### config.mk
export PLATFORM = sky130hd
export DESIGN_NAME = sram_arbiter
export DESIGN_NICKNAME = d
export VERILOG_FILES = /design/src/rtl/sram_arb_pkg.sv /design/src/rtl/sram_arb_pick.sv /design/src/rtl/sram_arbiter.sv
export SDC_FILE = /design/constraint.sdc
export NUM_CORES = 1
export LEC_CHECK = 0
export CAP_MARGIN = 25
export CORE_AREA = 2 2 118 120
export DETAILED_ROUTE_END_ITERATION = 10
export DIE_AREA = 0 0 120 122
export PLACE_DENSITY_LB_ADDON = 0.3
export SYNTH_ARGS = -nofsm -noshare
export SYNTH_HDL_FRONTEND = slang
export SYNTH_SLANG_ARGS = --single-unit
### constraint.sdc
create_clock -name clk -period 7.05 [get_ports clk]
set_input_delay 2.115 -clock clk [delete_from_list [all_inputs] [get_ports clk]]
set_output_delay 2.115 -clock clk [all_outputs]
set_load 0.005 [all_outputs]
### src/rtl/sram_arb_pkg.sv
// sram_arb_pkg: shared types and constants for the two-port SRAM arbiter.
//   arb_state_e   - arbiter FSM states (idle, port 0 granted, port 1 granted)
//   PORT0/PORT1   - port index constants used for the last-served pointer
//   Grant*        - one-hot grant status encodings
//   grant_onehot  - maps a port index to its one-hot grant value
package sram_arb_pkg;

    typedef enum logic [1:0] {
        StIdle = 2'd0,
        StGnt0 = 2'd1,
        StGnt1 = 2'd2
    } arb_state_e;

    localparam logic PORT0 = 1'b0;
    localparam logic PORT1 = 1'b1;

    localparam logic [1:0] GrantNone = 2'b00;
    localparam logic [1:0] Grant0    = 2'b01;
    localparam logic [1:0] Grant1    = 2'b10;

    function automatic logic [1:0] grant_onehot(input logic idx);
        return (idx == PORT1) ? Grant1 : Grant0;
    endfunction

endpackage

### src/rtl/sram_arb_pick.sv
// sram_arb_pick: combinational winner selection for the SRAM arbiter.
// Build option: SRAM_ARB_RR_EN selects round-robin on ties; otherwise port 0
// always wins (fixed priority) and last_served is ignored.
// Ports:
//   req[1:0]     - request bits, req[0] = port 0, req[1] = port 1
//   last_served  - index of the port served most recently
//   winner       - index of the selected port (don't-care when valid = 0)
//   valid        - at least one port is requesting
module sram_arb_pick
    import sram_arb_pkg::*;
(
    input  logic [1:0] req,
    input  logic       last_served,
    output logic       winner,
    output logic       valid
);

    assign valid = |req;

`ifdef SRAM_ARB_RR_EN
    // On a tie the port that was not served last goes next; a lone requester
    // always wins.
    always_comb begin
        winner = PORT0;
        if (req[0] && req[1]) begin
            winner = ~last_served;
        end else if (req[1]) begin
            winner = PORT1;
        end
    end
`else
    always_comb begin
        winner = req[0] ? PORT0 : PORT1;
    end

    logic unused_last_served;
    assign unused_last_served = last_served;
`endif

endmodule

### src/rtl/sram_arbiter.sv
// sram_arbiter: shares one SRAM controller command port between two
// requesters (port 0: data access, port 1: fetch / secondary master).
// Build option: SRAM_ARB_RR_EN enables round-robin tie breaking
// (default: fixed priority, port 0 wins).
// Ports:
//   clk, rst                     - clock (rising edge), async active-high reset
//   pX_wr_en / pX_rd_en          - port X request, held until pX_ready
//   pX_address / pX_write_data   - port X command address and write data
//   pX_read_data                 - read data, valid while pX_ready = 1
//   pX_ready                     - port X completion pulse
//   pX_busy                      - pipeline freeze: request pending, not ready
//   mem_wr_en / mem_rd_en        - registered command enables to the controller
//   mem_address / mem_write_data - registered command address and data
//   mem_read_data / mem_ready    - controller read data and completion pulse
//   grant                        - one-hot owner status (bit0 port 0, bit1 port 1)
module sram_arbiter
    import sram_arb_pkg::*;
#(
    parameter int unsigned ADDR_W = 32,
    parameter int unsigned DATA_W = 32
) (
    input  logic              clk,
    input  logic              rst,

    input  logic              p0_wr_en,
    input  logic              p0_rd_en,
    input  logic [ADDR_W-1:0] p0_address,
    input  logic [DATA_W-1:0] p0_write_data,
    output logic [DATA_W-1:0] p0_read_data,
    output logic              p0_ready,
    output logic              p0_busy,

    input  logic              p1_wr_en,
    input  logic              p1_rd_en,
    input  logic [ADDR_W-1:0] p1_address,
    input  logic [DATA_W-1:0] p1_write_data,
    output logic [DATA_W-1:0] p1_read_data,
    output logic              p1_ready,
    output logic              p1_busy,

    output logic              mem_wr_en,
    output logic              mem_rd_en,
    output logic [ADDR_W-1:0] mem_address,
    output logic [DATA_W-1:0] mem_write_data,
    input  logic [DATA_W-1:0] mem_read_data,
    input  logic              mem_ready,

    output logic [1:0]        grant
);

    arb_state_e        state_q;
    logic              mem_wr_en_q;
    logic              mem_rd_en_q;
    logic [ADDR_W-1:0] mem_address_q;
    logic [DATA_W-1:0] mem_write_data_q;
    logic [1:0]        grant_q;
    logic              last_served_q;

    logic [1:0]        req;
    logic              pick_winner;
    logic              pick_valid;

    logic              sel_wr;
    logic              sel_rd;
    logic [ADDR_W-1:0] sel_address;
    logic [DATA_W-1:0] sel_write_data;

    assign req = {p1_wr_en | p1_rd_en, p0_wr_en | p0_rd_en};

    sram_arb_pick u_pick (
        .req         (req),
        .last_served (last_served_q),
        .winner      (pick_winner),
        .valid       (pick_valid)
    );

    always_comb begin
        if (pick_winner == PORT1) begin
            sel_wr         = p1_wr_en;
            sel_rd         = p1_rd_en;
            sel_address    = p1_address;
            sel_write_data = p1_write_data;
        end else begin
            sel_wr         = p0_wr_en;
            sel_rd         = p0_rd_en;
            sel_address    = p0_address;
            sel_write_data = p0_write_data;
        end
    end

    // Command registers only load in idle, so the controller sees a stable
    // command for the whole access. Leaving a grant always passes through
    // idle, which forces at least one cycle with both enables low.
    always_ff @(posedge clk or posedge rst) begin
        if (rst) begin
            state_q          <= StIdle;
            mem_wr_en_q      <= 1'b0;
            mem_rd_en_q      <= 1'b0;
            mem_address_q    <= '0;
            mem_write_data_q <= '0;
            grant_q          <= GrantNone;
            last_served_q    <= PORT1;
        end else begin
            unique case (state_q)
                StIdle: begin
                    if (pick_valid) begin
                        state_q          <= (pick_winner == PORT1) ? StGnt1 : StGnt0;
                        mem_wr_en_q      <= sel_wr;
                        // A simultaneous write and read is treated as a write.
                        mem_rd_en_q      <= sel_rd & ~sel_wr;
                        mem_address_q    <= sel_address;
                        mem_write_data_q <= sel_write_data;
                        grant_q          <= grant_onehot(pick_winner);
                    end
                end
                StGnt0, StGnt1: begin
                    if (mem_ready) begin
                        state_q       <= StIdle;
                        mem_wr_en_q   <= 1'b0;
                        mem_rd_en_q   <= 1'b0;
                        grant_q       <= GrantNone;
                        last_served_q <= (state_q == StGnt1) ? PORT1 : PORT0;
                    end
                end
                default: begin
                    state_q     <= StIdle;
                    mem_wr_en_q <= 1'b0;
                    mem_rd_en_q <= 1'b0;
                    grant_q     <= GrantNone;
                end
            endcase
        end
    end

    assign mem_wr_en      = mem_wr_en_q;
    assign mem_rd_en      = mem_rd_en_q;
    assign mem_address    = mem_address_q;
    assign mem_write_data = mem_write_data_q;
    assign grant          = grant_q;

    // Completion is forwarded only to the owner; a stray mem_ready in idle
    // reaches neither port.
    assign p0_ready = (state_q == StGnt0) & mem_ready;
    assign p1_ready = (state_q == StGnt1) & mem_ready;

    assign p0_read_data = mem_read_data;
    assign p1_read_data = mem_read_data;

    assign p0_busy = req[0] & ~p0_ready;
    assign p1_busy = req[1] & ~p1_ready;

endmodule

==> results of run 1 <==
registers in the layout, indices dropped and copies added, names as in the netlist:
| name | flops |
|---|---|
| mem_address | 32 |
| mem_wr_en | 1 |
| mem_rd_en | 1 |
| grant | 2 |
| mem_write_data | 32 |
through the flow:
stage	util, %	setup WS (ns)	instance area [sq um]
3_3_place_gp	40.19	1.501	5428
4_1_cts	42.59	1.498	5752
2_1_floorplan	-	2.187	3701
5_1_grt	42.59	1.421	5752
6_report	42.59	1.494	5752
3_5_place_dp	40.19	1.496	5428
synthesized netlist by cell type:
library cell	n	area share [%]
o41ai_2	1	0.44
and2_1	2	0.34
clkbuf_1	1	0.10
buf_6	4	1.2
nor2b_1	1	0.17
ha_1	3	1.0
a21oi_1	5	0.68
buf_4	65	13
o22ai_1	2	0.34
o21ai_0	61	8.2
dfrtp_1	68	46
buf_2	10	1.4
mux2i_1	64	17
nor2_2	1	0.17
a31oi_1	1	0.17
o21ai_1	4	0.54
o32ai_1	1	0.24
clkbuf_4	1	0.20
clkbuf_2	4	0.54
inv_1	7	0.71
nand2_1	65	6.6
nand2b_1	1	0.17
nor2_1	3	0.30
layout make-up:
class | count | share of cell area, %
clock buffer | 9 | 3.916
clock inverter | 7 | 1.719
inverter | 7 | 0.4568
multi-input combinational | 215 | 23.91
sequential | 68 | 29.58
tap | 180 | 3.916
timing repair buffer | 211 | 36.50
worst paths after layout:
check                      slack (ns)  cells after the start                        endpoint
max                              1.49                      4                         p1_busy
min                              0.47                      2      mem_address[9]$_DFFE_PP0P_
max reg2reg                      5.34                      5  mem_write_data[28]$_DFFE_PP0P_
min reg2reg                      0.47                      2      mem_address[9]$_DFFE_PP0P_
max in group asynchronous        4.11                      3     mem_address[27]$_DFFE_PP0P_
min in group asynchronous        2.38                      3      mem_address[7]$_DFFE_PP0P_
power by group through the flow:
stage / registers, mW / clock network [mW] / logic (mW)
floorplan: 0.704 / 0 / 0.374
global placement: 0.684 / 0 / 0.888
detailed placement: 0.692 / 0 / 0.895
CTS: 0.688 / 0.501 / 0.896
global route: 0.709 / 0.518 / 0.972
finish: 0.684 / 0.484 / 0.875
cells in the final DEF, fill, tap and decap left out, types with 2 or more instances in the layout:
master and instances:
nand2_1 65, inv_6 2, a21oi_1 5, mux2i_1 64, o21ai_0 61, inv_1 6, nor2_1 3, o22ai_1 2
o21ai_1 4, clkdlybuf4s50_1 206, clkbuf_16 9, ha_1 3, dfrtp_1 68, bufinv_16 2, buf_4 5, and2_1 2
metal layers:
metal	vias to the layer above	share of wire (%)	global-route usage, %
li1	1474	-	-
met1	1274	40	14.49
met2	146	48	20.56
met3	29	10	4.682
met4	0	2.5	6.324
met5	-	0	0
critical path: cells and delay by family:
family / cells / cell delay, ns
and+or+nand+nor: 2 / 0.24
buffers and inverters: 2 / 1.09
cells by family (layout without fill, tap and decap cells):
| kind of cell | Yosys count | after routing | synth area share, % |
|---|---|---|---|
| AOI/OAI and AO/OA | 75 | 75 | 10.65 |
| adders and majority gates | 3 | 3 | 1.014 |
| and+or+nand+nor | 73 | 73 | 7.742 |
| DFF | 68 | 68 | 45.98 |
| muxes | 64 | 64 | 17.31 |
| buffers and inverters | 92 | 234 | 17.31 |
==> impl_metrics.toml, run 1 <==
[timing]
finalSetupTns_ns = 0
final-max-slew-violation-count = 0
fin_hold_ws_ns = 0.4746
skew_ns = 0.004275
worst_slew_pin_slew_ns = 0.8712
fin_crit_ns = 5.556
finalHoldViolCount = 0
rsz0062_at_grt = "no"
min_period_over_period_pct = 78.81
relSlewSlack_pct = 41.92
final-setup-viol-count = 0
max_freq_ghz = 0.1800

[power]
leakagePower_nw = 2.355
netSwitchingFraction_pct = 30.84
sequentialPowerShare_pct = 33.5
finalPower_mw = 2.042
p_int_mw = 1.412
p_sw_mw = 0.6297
power_frac_comb_pct = 42.8
peakVddDrop_v = 0.0001211
power_frac_clock_pct = 23.7
p_per_area_nw_per_um2 = 355.0

[drt]
vias = 2923
antenna_left = 0
via_per_inst = 4.194
firstDrtPassIters = 4
wire_per_inst_um = 13.38
drtIter0Drc = 61
wirelength_mm = 9.325
drc = 0

[synth]
syn-cell-area_sq_um = 3701
synth_nets = 545
synth_seq_cells = 68
postSynthAreaPerCell_sq_um = 9.869
synth_seq_area_share_pct = 45.98
synth-warning-count = 0
syn_inst = 375
ys_types = 23

[final_layout]
final_cells = 697
nets = 682
multiInputGateArea_sq_um = 1375
drive_above_1_share_pct = 4.642
regArea_sq_um = 1702
antennaDiodeCount = 0
n_fill_cell = 1324
syn2layout_area_growth_pct = 55.41

[clocking]
cts_resized = 0
cts_htree_levels = 3
cts_made_buffers = 9
cts_sinks = 68
cts_hold_buffers = 0
cts_tree = "built"
clockBufferDepth = 2
clk_transition_reported_paths_ns = 0.06
clk_latency_ns = 0.32
cts_root_buf = "clkbuf_16"
cts_setup_buffers = 0

[setup_path]
worstSetupStartpointType = "input pin"
path_cells = "clkdlybuf4s50_1 > nor2_1 > nor2_1 > clkdlybuf4s50_1"
critPathKind = "in -> out"
rr_startpoint = "grant[0]$_DFFE_PP0P_"
endpoint_kind = "output pin"
critPathMaxStageDelay_ns = 0.59
cp.arrival_ns = 3.44
critPathLaunch = "p1_wr_en"
worstPathRequired_ns = 4.93
slowest_stage = "clkdlybuf4s50_1"
worstPathMaxFanout = 5

[global_route]
grt_pass1_wl_mm = 14.42
grt_pass1_vias = 2844
antenna_found_initial = 0
grt_usage_pct = 12.58
overflow = 0
grt_max_degree = 71

[die]
pin_count = 303
rows = 43
core_area_sq_um = 13500
die_area_sq_um = 14640
start_util_pct = 27.41
die_w_um = 120
die_h_um = 122

[run_status]
status = "completed"

[placed_design]
place.gp.congestion = 0.7216
place_inst = 681
numPortBuffers = 206
dpl.hpwl_mm = 7.260

[hold_path]
hold_start = "mem_address[9]$_DFFE_PP0P_"
worstHoldPathType = "reg -> reg"

[job]
cap_violations = 0
(Power assumes the default switching activity.)
==> run 2: changes to the inputs <==
- CORE_AREA: 2 2 118 120 -> 2 2 119 121
- DIE_AREA: 0 0 120 122 -> 0 0 121 123
- clock period: 7.05 -> 5.5 ns (I/O delays scaled with it)
==> impl_metrics.toml, run 2 (synthesis gave the netlist of run 1 again) <==
[setup_path]
path_buf_inv = 2
r2r_slack_ns = 3.88
worstSetupStartpointType = "input pin"
path_cells = "clkdlybuf4s50_1 > nor2_1 > nor2_1 > clkdlybuf4s50_1"
rr_startpoint = "grant[0]$_DFFE_PP0P_"
critPathMaxStageDelay_ns = 0.59
worstPathMaxFanout = 5
rr_endpoint = "mem_write_data[19]$_DFFE_PP0P_"
critPathCapture = "p1_busy"
reg2regPathDepth = 5
path_delay_family = "buffers and inverters"
critPathLaunch = "p1_wr_en"
slowest_stage = "clkdlybuf4s50_1"
cp.arrival_ns = 3.00
cp_num_cells = 4
worstPathRequired_ns = 3.85
endpoint_kind = "output pin"
critPathKind = "in -> out"

[drt]
wire_per_inst_um = 13.44
firstDrtPassIters = 4
vias = 2973
drtIter0Drc = 63
antenna_left = 0
via_per_inst = 4.272
drc = 0
wirelength_mm = 9.352

[final_layout]
syn2layout_area_growth_pct = 54.63
antennaDiodeCount = 0
final_cell_mix = "206 x clkdlybuf4s50_1, 68 x dfrtp_1, 65 x nand2_1, 64 x mux2i_1, 61 x o21ai_0"
nets = 682
final_common_cell = "clkdlybuf4s50_1"
drive_above_1_share_pct = 4.070
final_area_sq_um = 5723

[die]
start_util_pct = 27.19
die_h_um = 123
core_area_sq_um = 13610
pin_count = 303
die_w_um = 121
die_area_sq_um = 14880
rows = 43

[global_route]
antenna_found_initial = 0
grt_max_degree = 129
overflow = 0
grt_pass1_vias = 3074
grt_usage_pct = 12.54
grt_pass1_wl_mm = 14.46

[placed_design]
numPortBuffers = 206
place.gp.congestion = 0.7691
post_dp_cell_area_sq_um = 5433
dpl.hpwl_mm = 7.146

[power]
p_per_area_nw_per_um2 = 442.2
finalPower_mw = 2.531
leakagePower_nw = 2.343
peakVddDrop_v = 0.0001814

[clocking]
cts_sinks = 68
cts_hold_buffers = 0
cts_setup_buffers = 0
clk_latency_ns = 0.33
cts_resized = 0
clockBufferDepth = 2
clk_transition_reported_paths_ns = 0.05
cts_made_buffers = 9
cts_tree = "built"
cts_root_buf = "clkbuf_16"
cts_htree_levels = 3

[job]
cap_violations = 0

[timing]
max_freq_ghz = 0.2150
finalHoldViolCount = 0
final-setup-viol-count = 0
relSlewSlack_pct = 61.31
min_period_over_period_pct = 84.58
skew_ns = 0.004210
finalSetupTns_ns = 0
rsz0062_at_grt = "no"
worst_slew_pin_slew_ns = 0.5804
fin_crit_ns = 4.652
final-max-slew-violation-count = 0

[hold_path]
worstHoldPathType = "reg -> reg"
hold_depth = 2

[run_status]
status = "completed"
## run 2: area by class of cell
type,instances,area (sq um)
Inverter,7,26.28
Fill cell,1330,7889
Multi-Input combinational cell,215,1375
Clock inverter,2,10.01
Clock buffer,13,260.3
Tap cell,180,225.2
Timing Repair Buffer,211,2125
Sequential cell,68,1702
## run 2: how the worst min path moves through the flow
stage	start	end
floorplan	mem_write_data[0]$_DFFE_PP0P_	mem_write_data[0]$_DFFE_PP0P_
global placement	mem_address[28]$_DFFE_PP0P_	mem_address[28]$_DFFE_PP0P_
detailed placement	mem_address[28]$_DFFE_PP0P_	mem_address[28]$_DFFE_PP0P_
CTS	mem_address[3]$_DFFE_PP0P_	mem_address[3]$_DFFE_PP0P_
global route	mem_address[3]$_DFFE_PP0P_	mem_address[3]$_DFFE_PP0P_
finish	mem_address[28]$_DFFE_PP0P_	mem_address[28]$_DFFE_PP0P_
## run 2: layer usage
metal | vias to the layer above | track usage [%] | wire length, um
met4 | 0 | 5.887 | 246
met1 | 1318 | 13.61 | 3674
li1 | 1467 | - | -
met5 | - | 0 | 0
met2 | 164 | 20.40 | 4349
met3 | 24 | 6.411 | 1082
## run 2: power by group
part | total (mW) | switching [mW] | internal [mW] | leakage, nW
sequential | 0.877 | 0.125 | 0.752 | 0.832
clock | 0.519 | 0.194 | 0.325 | 0.135
combinational | 1.13 | 0.467 | 0.667 | 1.38
## run 2: per-stage QoR
stage / util [%] / hold slack [ns] / worst slack, ns / std cells
2_1_floorplan: - / 0.4703 / 1.567 / 375
3_3_place_gp: 39.91 / 0.4616 / 0.8830 / 680
3_5_place_dp: 39.91 / 0.4699 / 0.8570 / 680
4_1_cts: 41.90 / 0.4815 / 0.8520 / 695
5_1_grt: 42.04 / 0.5033 / 0.7756 / 696
6_report: 42.04 / 0.4726 / 0.8480 / 696
## run 2: worst register-to-register path, cell delays in order, from the launching register on
cell and delay, ns:
dfrtp_1 0.37, inv_1 0.09, ha_1 0.29, o41ai_4 0.09, buf_12 0.41, o21ai_0 0.22
==> run 3: changes to the inputs <==
- CORE_AREA: 2 2 119 121 -> 2 2 118 120
- DIE_AREA: 0 0 121 123 -> 0 0 120 122
- clock period: 5.5 -> 3.95 ns (I/O delays scaled with it)
==> impl_metrics.toml, run 3 (synthesis gave the netlist of run 1 again) <==
[timing]
fin_crit_ns = 3.686
relSlewSlack_pct = 60.44
timing.final.ws_setup_ns = 0.2645
finalHoldViolCount = 0
skew_ns = 0.004984
finalSetupTns_ns = 0
final-max-slew-violation-count = 0
max_freq_ghz = 0.2713
worst_slew_pin_slew_ns = 0.5934
final-setup-viol-count = 0
fin_hold_ws_ns = 0.4752
min_period_over_period_pct = 93.30
rsz0062_at_grt = "no"

[final_layout]
final_cell_mix = "206 x clkdlybuf4s50_1, 68 x dfrtp_1, 65 x nand2_1, 64 x mux2i_1, 61 x o21ai_0"
syn2layout_area_growth_pct = 56.69
nets = 683
regArea_sq_um = 1702
antennaDiodeCount = 0
n_fill_cell = 1349
multiInputGateArea_sq_um = 1375
drive_above_1_share_pct = 4.633
final_area_sq_um = 5799
final_common_cell = "clkdlybuf4s50_1"

[job]
cap_violations = 0

[power]
p_sw_mw = 1.106
sequentialPowerShare_pct = 32.8
power_frac_clock_pct = 25.0
peakVddDrop_v = 0.0002311
p_per_area_nw_per_um2 = 643.2
leakagePower_nw = 2.380
p_int_mw = 2.624
power_frac_comb_pct = 42.2
netSwitchingFraction_pct = 29.66

[setup_path]
worstPathMaxFanout = 4
path_buf_inv = 2
path_common_cell = "clkdlybuf4s50_1"
slowest_stage = "clkdlybuf4s50_1"
path_cells = "clkdlybuf4s50_1 > nor2_4 > nor2_1 > clkdlybuf4s50_1"
critPathMaxStageDelay_ns = 0.62
cp_num_cells = 4
endpoint_kind = "output pin"
worstSetupStartpointType = "input pin"
critPathKind = "in -> out"
reg2regPathDepth = 5
worstPathRequired_ns = 2.76
cp.arrival_ns = 2.50
path_delay_family = "buffers and inverters"

[clocking]
cts_sinks = 68
cts_htree_levels = 3
cts_hold_buffers = 0
cts_setup_buffers = 0
clk_latency_ns = 0.32
cts_root_buf = "clkbuf_16"
cts_made_buffers = 9
cts_tree = "built"
clk_transition_reported_paths_ns = 0.05
cts_resized = 0
clockBufferDepth = 2

[die]
core_area_sq_um = 13500
die_h_um = 122
rows = 43
pin_count = 303
die_w_um = 120
start_util_pct = 27.41
die_area_sq_um = 14640

[drt]
firstDrtPassIters = 4
wirelength_mm = 9.571
drc = 0
antenna_left = 0
drtIter0Drc = 60
wire_per_inst_um = 13.71
vias = 2970
via_per_inst = 4.255

[hold_path]
hold_depth = 2
worstHoldPathType = "reg -> reg"

[placed_design]
numPortBuffers = 206
post_dp_cell_area_sq_um = 5448
dpl_worst_slack_ns = 0.2579
place.gp.congestion = 0.7310
dpl.hpwl_mm = 7.337

[global_route]
grt_max_degree = 129
overflow = 0
grt_usage_pct = 12.79
grt_pass1_wl_mm = 14.59
grt_pass1_vias = 2919
antenna_found_initial = 0

[run_status]
status = "completed"
-- run 3: cell count changes in the layout (fill, tap and decap cells not counted), sizes merged --
| cell | before | now |
|---|---|---|
| bufinv | 0 | 3 |
| clkinv | 2 | 1 |
| buf | 5 | 6 |
| clkbuf | 13 | 12 |
-- run 3: area by class of cell --
class | instances | share of cell area [%]
Tap cell | 180 | 3.883
Multi-Input combinational cell | 215 | 23.71
Clock buffer | 12 | 4.423
Timing Repair Buffer | 212 | 36.55
Sequential cell | 68 | 29.34
Clock inverter | 4 | 1.640
Inverter | 7 | 0.4531
-- run 3: path summary, 6_finish.rpt --
| check | start | end | slack, ns |
|---|---|---|---|
| max | p0_rd_en | p0_busy | 0.26 |
| max in group asynchronous | rst | mem_address[27]$_DFFE_PP0P_ | 2.31 |
| max reg2reg | grant[0]$_DFFE_PP0P_ | mem_write_data[28]$_DFFE_PP0P_ | 2.31 |
| min reg2reg | mem_address[0]$_DFFE_PP0P_ | mem_address[0]$_DFFE_PP0P_ | 0.48 |
| min in group asynchronous | rst | mem_address[1]$_DFFE_PP0P_ | 1.27 |
| min | mem_address[0]$_DFFE_PP0P_ | mem_address[0]$_DFFE_PP0P_ | 0.48 |
-- run 3: power by group through the flow --
stage               combinational (mW)  sequential, mW  clock, mW
floorplan                        0.668            1.26          0
global placement                  1.59            1.22          0
detailed placement                1.61            1.24          0
CTS                               1.61            1.23      0.973
global route                      1.74            1.27      0.993
finish                            1.58            1.22      0.933
-- run 3: metal layers --
layer  GRT usage (%)  share of wire, %  vias up
li1                -                 -     1475
met1           13.58                38     1320
met2           21.73                48      142
met3           5.431                11       33
met4           6.544               2.9        0
met5               0                 0        -
-- run 3: tightest hold or removal path, cell delays in order, from the launching register on --
cell,delay (ns)
dfrtp_1,0.34
nand2_1,0.04
o21ai_0,0.06
-- run 3: stage by stage --
step / utilization (%) / power, mW / instances
6_report: 42.94 / 3.730 / 698
5_1_grt: 42.94 / 4.009 / 698
4_1_cts: 42.94 / 3.818 / 698
3_5_place_dp: 40.34 / 2.850 / 682
3_3_place_gp: 40.34 / 2.818 / 682
2_1_floorplan: - / 1.924 / 375
